<file path="src/rtl/sdl_pkg.sv">
// Shared definitions for the SYSROM UART loader.
// Holds the bit-period helper, default timing constants and the two FSM state
// encodings used by the receiver and by the SRAM write sequencer.
package sdl_pkg;

    localparam int WE_CYCLES_DEF      = 3;
    localparam int TIMEOUT_CYCLES_DEF = 24000000;

    typedef enum logic [2:0] {
        IDLE,
        START,
        DATA,
        STOP,
        BREAK
    } rx_state_t;

    typedef enum logic [1:0] {
        W_IDLE,
        W_SETUP,
        W_PULSE,
        W_HOLD
    } wr_state_t;

    // Clocks per UART bit, rounded to nearest.
    function automatic int bit_div(input int clk_hz, input int baud);
        return (clk_hz + baud / 2) / baud;
    endfunction

endpackage

</file>
<file path="src/rtl/sysrom_uart_loader_if.sv">
// SRAM write bus driven by the loader and muxed onto the SYSROM SRAM.
//   DEV_ADDR  : word address being written (also the word count shown on 7-seg)
//   DEV_DATA  : 16-bit write data
//   SRAM_WE_N : active-low write strobe
// master = loader side (drives), slave = SRAM / mux side (observes).
interface sysrom_uart_loader_if #(
    parameter int ADDR_W = 18
);
    logic [ADDR_W-1:0] DEV_ADDR;
    logic [15:0]       DEV_DATA;
    logic              SRAM_WE_N;

    modport master (output DEV_ADDR, output DEV_DATA, output SRAM_WE_N);
    modport slave  (input  DEV_ADDR, input  DEV_DATA, input  SRAM_WE_N);
endinterface

</file>
<file path="src/rtl/uart_rx_byte.sv">
// 8N1 UART byte receiver, LSB first.
//   CLOCK_24        : system clock
//   nRESET          : synchronous, active-low reset
//   rx_en           : receiver enable; low forces the FSM back to IDLE
//   rxd             : asynchronous serial input, idle high
//   rx_byte         : received byte, valid while byte_valid is high
//   byte_valid      : 1-cycle pulse, good stop bit seen
//   frame_err_pulse : 1-cycle pulse, stop bit sampled low (byte discarded)
//   start_seen      : 1-cycle pulse on each falling edge detected in IDLE
module uart_rx_byte
    import sdl_pkg::*;
#(
    parameter int BIT_DIV = 208
) (
    input  logic       CLOCK_24,
    input  logic       nRESET,
    input  logic       rx_en,
    input  logic       rxd,
    output logic [7:0] rx_byte,
    output logic       byte_valid,
    output logic       frame_err_pulse,
    output logic       start_seen
);
    localparam int CNT_W = $clog2(BIT_DIV + 1);
    localparam logic [CNT_W-1:0] HALF_LD = CNT_W'(BIT_DIV / 2 - 1);
    localparam logic [CNT_W-1:0] FULL_LD = CNT_W'(BIT_DIV - 1);
    localparam logic [CNT_W-1:0] CNT_ONE = CNT_W'(1);

    logic            sync1_q, sync1_d, sync2_q, sync2_d;
    rx_state_t       state_q, state_d;
    logic [CNT_W-1:0] cnt_q, cnt_d;
    logic [2:0]      bits_q, bits_d;
    logic [7:0]      shift_q, shift_d;
    logic            expired;

    assign rx_byte = shift_q;
    assign expired = (cnt_q == '0);

    always_comb begin
        sync1_d         = rxd;
        sync2_d         = sync1_q;
        state_d         = state_q;
        cnt_d           = cnt_q;
        bits_d          = bits_q;
        shift_d         = shift_q;
        byte_valid      = 1'b0;
        frame_err_pulse = 1'b0;
        start_seen      = 1'b0;

        if (!rx_en) begin
            state_d = IDLE;
        end else begin
            case (state_q)
                IDLE: begin
                    if (!sync2_q) begin
                        cnt_d      = HALF_LD;
                        state_d    = START;
                        start_seen = 1'b1;
                    end
                end
                START: begin
                    if (!expired) begin
                        cnt_d = cnt_q - CNT_ONE;
                    end else if (sync2_q) begin
                        // line back high at mid start bit: noise, no byte
                        state_d = IDLE;
                    end else begin
                        cnt_d   = FULL_LD;
                        bits_d  = 3'd0;
                        state_d = DATA;
                    end
                end
                DATA: begin
                    if (!expired) begin
                        cnt_d = cnt_q - CNT_ONE;
                    end else begin
                        shift_d = {sync2_q, shift_q[7:1]};
                        cnt_d   = FULL_LD;
                        if (bits_q == 3'd7) state_d = STOP;
                        else                bits_d  = bits_q + 3'd1;
                    end
                end
                STOP: begin
                    if (!expired) begin
                        cnt_d = cnt_q - CNT_ONE;
                    end else if (sync2_q) begin
                        byte_valid = 1'b1;
                        state_d    = IDLE;
                    end else begin
                        frame_err_pulse = 1'b1;
                        state_d         = BREAK;
                    end
                end
                BREAK: begin
                    if (sync2_q) state_d = IDLE;
                end
                default: state_d = IDLE;
            endcase
        end
    end

    always_ff @(posedge CLOCK_24) begin
        if (!nRESET) begin
            sync1_q <= 1'b1;
            sync2_q <= 1'b1;
            state_q <= IDLE;
            cnt_q   <= '0;
            bits_q  <= 3'd0;
        end else begin
            sync1_q <= sync1_d;
            sync2_q <= sync2_d;
            state_q <= state_d;
            cnt_q   <= cnt_d;
            bits_q  <= bits_d;
        end
        shift_q <= shift_d;
    end

endmodule

</file>
<file path="src/rtl/sysrom_uart_loader.sv">
// SYSROM upload feeder: receives a raw image over 8N1 UART, packs byte pairs
// big-endian into 16-bit words and writes them to consecutive SRAM words.
//   CLOCK_24  : 24 MHz system clock
//   nRESET    : synchronous, active-low reset
//   UPLOAD_EN : 1 = upload mode; rising edge restarts the image
//   UART_RXD  : asynchronous serial input, idle high
//   sram      : DEV_ADDR / DEV_DATA / SRAM_WE_N write bus (master side)
//   FRAME_ERR : sticky, a stop bit was sampled low
//   LOADING   : a half word is held or a write is in progress
module sysrom_uart_loader
    import sdl_pkg::*;
#(
    parameter int CLK_HZ         = 24000000,
    parameter int BAUD           = 115200,
    parameter int ADDR_W         = 18,
    parameter int WE_CYCLES      = WE_CYCLES_DEF,
    parameter int TIMEOUT_CYCLES = TIMEOUT_CYCLES_DEF
) (
    input  logic                         CLOCK_24,
    input  logic                         nRESET,
    input  logic                         UPLOAD_EN,
    input  logic                         UART_RXD,
    sysrom_uart_loader_if.master         sram,
    output logic                         FRAME_ERR,
    output logic                         LOADING
);
    localparam int BIT_DIV = bit_div(CLK_HZ, BAUD);
    localparam int TO_W    = $clog2(TIMEOUT_CYCLES + 1);
    localparam int WE_W    = $clog2(WE_CYCLES + 1);
    localparam logic [TO_W-1:0] TO_MAX  = TO_W'(TIMEOUT_CYCLES);
    localparam logic [WE_W-1:0] WE_LAST = WE_W'(WE_CYCLES - 1);

    logic [7:0] rx_byte;
    logic       byte_valid, frame_err_pulse, start_seen;

    uart_rx_byte #(.BIT_DIV(BIT_DIV)) u_rx (
        .CLOCK_24        (CLOCK_24),
        .nRESET          (nRESET),
        .rx_en           (UPLOAD_EN),
        .rxd             (UART_RXD),
        .rx_byte         (rx_byte),
        .byte_valid      (byte_valid),
        .frame_err_pulse (frame_err_pulse),
        .start_seen      (start_seen)
    );

    logic              en_q, en_d;
    logic              phase_q, phase_d;
    logic [7:0]        hi_byte_q, hi_byte_d;
    wr_state_t         wstate_q, wstate_d;
    logic [WE_W-1:0]   we_cnt_q, we_cnt_d;
    logic [ADDR_W-1:0] addr_q, addr_d;
    logic [15:0]       data_q, data_d;
    logic              we_n_q, we_n_d;
    logic              ferr_q, ferr_d;
    logic [TO_W-1:0]   idle_q, idle_d;
    logic              rise, timeout, word_ready;

    assign rise    = UPLOAD_EN && !en_q;
    assign timeout = (idle_q == TO_MAX);

    assign sram.DEV_ADDR  = addr_q;
    assign sram.DEV_DATA  = data_q;
    assign sram.SRAM_WE_N = we_n_q;
    assign FRAME_ERR      = ferr_q;
    assign LOADING        = phase_q || (wstate_q != W_IDLE);

    always_comb begin
        en_d       = UPLOAD_EN;
        phase_d    = phase_q;
        hi_byte_d  = hi_byte_q;
        wstate_d   = wstate_q;
        we_cnt_d   = we_cnt_q;
        addr_d     = addr_q;
        data_d     = data_q;
        we_n_d     = we_n_q;
        ferr_d     = ferr_q;
        idle_d     = idle_q;
        word_ready = 1'b0;

        if (rise || start_seen)  idle_d = '0;
        else if (!timeout)       idle_d = idle_q + TO_W'(1);

        // byte_valid takes priority over the idle restart
        if (byte_valid) begin
            if (!phase_q) begin
                hi_byte_d = rx_byte;
                phase_d   = 1'b1;
            end else begin
                phase_d    = 1'b0;
                word_ready = 1'b1;
            end
        end else if (timeout && wstate_q == W_IDLE) begin
            phase_d = 1'b0;
            addr_d  = '0;
        end

        if (frame_err_pulse) ferr_d = 1'b1;

        case (wstate_q)
            W_IDLE: begin
                if (word_ready) begin
                    data_d   = {hi_byte_q, rx_byte};
                    wstate_d = W_SETUP;
                end
            end
            W_SETUP: begin
                we_n_d   = 1'b0;
                we_cnt_d = '0;
                wstate_d = W_PULSE;
            end
            W_PULSE: begin
                if (we_cnt_q == WE_LAST) begin
                    we_n_d   = 1'b1;
                    wstate_d = W_HOLD;
                end else begin
                    we_cnt_d = we_cnt_q + WE_W'(1);
                end
            end
            W_HOLD: begin
                addr_d   = addr_q + ADDR_W'(1);
                wstate_d = W_IDLE;
            end
            default: wstate_d = W_IDLE;
        endcase

        // Upload off: abort any write, drop partial data, freeze the display.
        if (!UPLOAD_EN) begin
            wstate_d = W_IDLE;
            we_n_d   = 1'b1;
            phase_d  = 1'b0;
            addr_d   = addr_q;
            data_d   = data_q;
        end

        if (rise) begin
            addr_d  = '0;
            phase_d = 1'b0;
            ferr_d  = 1'b0;
        end
    end

    always_ff @(posedge CLOCK_24) begin
        if (!nRESET) begin
            en_q     <= 1'b0;
            phase_q  <= 1'b0;
            wstate_q <= W_IDLE;
            we_cnt_q <= '0;
            addr_q   <= '0;
            data_q   <= '0;
            we_n_q   <= 1'b1;
            ferr_q   <= 1'b0;
            idle_q   <= '0;
        end else begin
            en_q     <= en_d;
            phase_q  <= phase_d;
            wstate_q <= wstate_d;
            we_cnt_q <= we_cnt_d;
            addr_q   <= addr_d;
            data_q   <= data_d;
            we_n_q   <= we_n_d;
            ferr_q   <= ferr_d;
            idle_q   <= idle_d;
        end
        hi_byte_q <= hi_byte_d;
    end

endmodule

</file>
<file path="src/flat_wrapper.sv">
// flat-port wrapper written by rule: the top's interface ports become plain ports
module sysrom_uart_loader_flat import sdl_pkg::*;
#(
    parameter int CLK_HZ         = 24000000,
    parameter int BAUD           = 115200,
    parameter int ADDR_W         = 18,
    parameter int WE_CYCLES      = WE_CYCLES_DEF,
    parameter int TIMEOUT_CYCLES = TIMEOUT_CYCLES_DEF
)
  (CLOCK_24, nRESET, UPLOAD_EN, UART_RXD, FRAME_ERR, LOADING, sram_DEV_ADDR, sram_DEV_DATA, sram_SRAM_WE_N);
  sysrom_uart_loader_if #(.ADDR_W(ADDR_W)) sram_i ();
  input  logic CLOCK_24;
  input  logic nRESET;
  input  logic UPLOAD_EN;
  input  logic UART_RXD;
  output logic FRAME_ERR;
  output logic LOADING;
  output wire logic [$bits(sram_i.DEV_ADDR)-1:0] sram_DEV_ADDR;
  output wire logic [$bits(sram_i.DEV_DATA)-1:0] sram_DEV_DATA;
  output wire logic [$bits(sram_i.SRAM_WE_N)-1:0] sram_SRAM_WE_N;
  assign sram_DEV_ADDR = sram_i.DEV_ADDR;
  assign sram_DEV_DATA = sram_i.DEV_DATA;
  assign sram_SRAM_WE_N = sram_i.SRAM_WE_N;
  sysrom_uart_loader #(.CLK_HZ(CLK_HZ), .BAUD(BAUD), .ADDR_W(ADDR_W), .WE_CYCLES(WE_CYCLES), .TIMEOUT_CYCLES(TIMEOUT_CYCLES)) u_core (.CLOCK_24(CLOCK_24), .nRESET(nRESET), .UPLOAD_EN(UPLOAD_EN), .UART_RXD(UART_RXD), .sram(sram_i), .FRAME_ERR(FRAME_ERR), .LOADING(LOADING));
endmodule
</file>
<file path="config.mk">
export PLATFORM = sky130hd
export DESIGN_NAME = sysrom_uart_loader_flat
export DESIGN_NICKNAME = d
export VERILOG_FILES = /design/src/rtl/sdl_pkg.sv /design/src/rtl/sysrom_uart_loader_if.sv /design/src/rtl/uart_rx_byte.sv /design/src/rtl/sysrom_uart_loader.sv /design/src/flat_wrapper.sv
export SDC_FILE = /design/constraint.sdc
export NUM_CORES = 1
export LEC_CHECK = 0
export CORE_MARGIN = 2
export CORE_UTILIZATION = 50
export CTS_CLUSTER_SIZE = 12
export DETAILED_ROUTE_END_ITERATION = 12
export HOLD_SLACK_MARGIN = 0.05
export PLACE_DENSITY = 0.78
export SYNTH_ARGS = -nofsm -noshare
export SYNTH_HDL_FRONTEND = slang
export SYNTH_HIERARCHICAL = 1
export SYNTH_SLANG_ARGS = --single-unit
</file>
<file path="constraint.sdc">
create_clock -name CLOCK_24 -period 2.6 [get_ports CLOCK_24]
set_input_delay 0.26 -clock CLOCK_24 [delete_from_list [all_inputs] [get_ports CLOCK_24]]
set_output_delay 0.26 -clock CLOCK_24 [all_outputs]
set_load 0.02 [all_outputs]
</file>
==> reports/summary.txt <==
Status - finished clean
Met3 routed WL - 591 µm
Chip height - 101.6 µm
First-pass GRT wire length - 16650 µm
Dpl cells - 685
H-tree levels - 3
Core area - 0.009240 mm²
Yosys cell types - 71
Tot Pwr - 2.626 mW
EDFF count, synth - 16
Largest net degree at the start of global routing - 18
Hold Fails Final Rpt - 0
Drt via density - 5.742
Total GRT Usage - 0.1992
Sink Count - 99
Max clock buf depth - 2
Layout cells sized above 1 - 0.1101
Final Slew Violations - 0
Drt wl/cell - 14.26 µm
DR pass1 iterations - 7
Top FF cell, synth - dfxtp_1
Core Rows - 35
Final setup viols - 0
DR vias - 4025
Synth Warn # - 6
DR iter-0 viols - 308
Congestion Overflow GR - 0
Wl on met1 - 4502 µm
Top cell type's share of synthesized area - 0.3490
Cells after Synth - 520
Clock Latency Late Sink - 370 ps
Routed Antenna Nets - 0
Layout fillers - 826
Syn nets - 536
Clk_skew - 12.82 ps
Residual DRC - 0
DP Wirelength - 6956 µm
Critical Path AT - 2710 ps
CTS tree - yes
Root Buffer - clkbuf_8
# IOs - 41
Fin Hold WS - 423.1 ps
Peak supply drop - 0.2516 mV
Slew @ Worst Pin - 613.7 ps
Synthesis-to-layout area growth - 16.01%
# diodes - 0
Setup TNS - 0 ps
Async SR Flop Fraction - 0
Commonest non-fill, non-tap cell in the layout - dfxtp_1
Minimum clock period - 2412 ps
Post-synthesis cell area - 0.004761 mm²
CP Max Fanout - 16
Relative slew margins - 0.5881
Pwr Density - 475.5 mW/mm²
Max layer used - met4
Fmax achieved - 414.6 MHz
#FFs+latches synth - 99
Hold/Removal Path Class - reg -> reg
Fin area - 0.005523 mm²
FF/Latch Area - 0.002142 mm²
Syn avg cell area - 9.155 µm²
Clock-pin slew on the worst setup and hold paths - 100 ps
Max cap viols - 0
Die Area - 0.01032 mm²
CP required - 2900 ps
Static Leak - 1.839 nW
Vias in the first global route - 3632
Met2 wire len - 4783 µm
Sequential-to-total area share from yosys stat - 0.4499
CP Launch Type - flop
Fin crit share - 0.9276
Finished Layout Cells - 701
Unrepaired setup endpoints after global routing - false
Crit end category - flop
Postcts setup bufs - 0
WL final - 9996 µm
Initial core utilization - 0.5152
Initial antenna violation count - 0
Die W - 101.6 µm
Placed cell area - 0.005331 mm²
Top cells by area, synth - dfxtp_1, edfxtp_1, nand2_1
I/O Buffers - 40
Placer Congestion - 0.8777
Num CTS Buffers - 9
Most frequent cells in the layout - dfxtp_1, nand2_1, nor2_1
Area of the multi-input gates - 0.002449 mm²
Crit path kind - reg -> reg
Area leader, netlist - dfxtp_1
Layout Nets - 583
==> power by group <==
group | internal (mW) | switching [mW]
Combinational | 0.0660 | 0.0899
Clock | 0.354 | 0.539
Sequential | 1.56 | 0.0169
Total | 1.98 | 0.646
==> final timing paths <==
path	slack, ps	startpoint	to	depth (start not counted)
max	190	u_core/u_rx/cnt_q[0]	u_core/sram.DEV_DATA[2]	12
max reg2reg	190	u_core/u_rx/cnt_q[0]	u_core/sram.DEV_DATA[2]	12
min	420	u_core/u_rx/sync1_q	u_core/u_rx/sync2_q	1
min reg2reg	420	u_core/u_rx/sync1_q	u_core/u_rx/sync2_q	1
==> worst max-delay path, stage by stage (launching register included) <==
cell      delay (ps)
dfxtp_1          360
inv_1             80
ha_2             200
or3b_4           430
nor2_4           160
nand2_1           90
nor3_2           200
buf_4            170
nand2_1           80
nor2_1           140
buf_6            180
nand2_1           90
a21boi_0         150
==> final cells by class <==
cell class	count	area share
inverters	18	0.01223
flip-flops and latches	99	0.3879
well taps	129	0.02923
clock inverters	5	0.006570
multi-input cells	382	0.4434
repair buffers	57	0.09696
clock buffers	11	0.02379
==> what timing repair did <==
| item | CTS | global route |
|---|---|---|
| hold buffers | 0 | 0 |
| gates resized for setup | 0 | 9 |
| endpoints found under the setup margin | 0 | 41 |
==> cells in the mapped netlist, types with 7 or more instances <==
cell type   n
dfxtp_1    83
xnor2_1    16
nor2_1     42
nand4_1    11
edfxtp_1   16
nand2_1    64
a21oi_1    25
nor3_1     12
nand3_1    19
or3_1       9
o21ai_1    10
ha_1       12
nor2b_1    10
inv_1      17
o31ai_1     9
a21boi_0   16
nand2b_1    7
o21ai_0    21
clkbuf_1    9
==> state kept, by name, indices dropped and copies added (netlist names) <==
register and cells:
u_core/FRAME_ERR 1, u_core/en_q 1, u_core/hi_byte_q 8, u_core/idle_q 25
u_core/phase_q 1, u_core/sram.DEV_ADDR 18, u_core/sram.DEV_DATA 16, u_core/sram.SRAM_WE_N 1
u_core/u_rx/bits_q 3, u_core/u_rx/cnt_q 8, u_core/u_rx/rx_byte 8, u_core/u_rx/state_q 3
u_core/u_rx/sync1_q 1, u_core/u_rx/sync2_q 1, u_core/we_cnt_q 2, u_core/wstate_q 2
==> per-stage QoR <==
stage	setup WS (ps)	utilization
4_1_cts	35.67	0.5951
3_3_place_gp	159.1	0.5770
2_1_floorplan	6.119	-
3_5_place_dp	62.22	0.5770
6_report	188.1	0.5977
5_1_grt	7.607	0.5977
==> metal layers <==
layer / track usage / vias up
li1: - / 1985
met1: 0.2571 / 1896
met2: 0.3300 / 130
met3: 0.04348 / 14
met4: 0.06861 / 0
met5: 0 / -
==> kinds of logic (layout without fill, tap and decap cells) <==
| logic type | after synthesis | after routing | synth area share |
|---|---|---|---|
| AO/OA/AOI/OAI | 124 | 124 | 0.1798 |
| flip-flops | 99 | 99 | 0.4499 |
| AND/OR/NAND/NOR | 223 | 223 | 0.2552 |
| multiplexers | 3 | 3 | 0.006570 |
| adder cells (fa/ha/maj) | 12 | 12 | 0.03154 |
| XOR/XNOR | 20 | 20 | 0.03679 |
| buffers and inverters | 39 | 91 | 0.04021 |
Note: power is estimated with default switching activity, not from simulation.
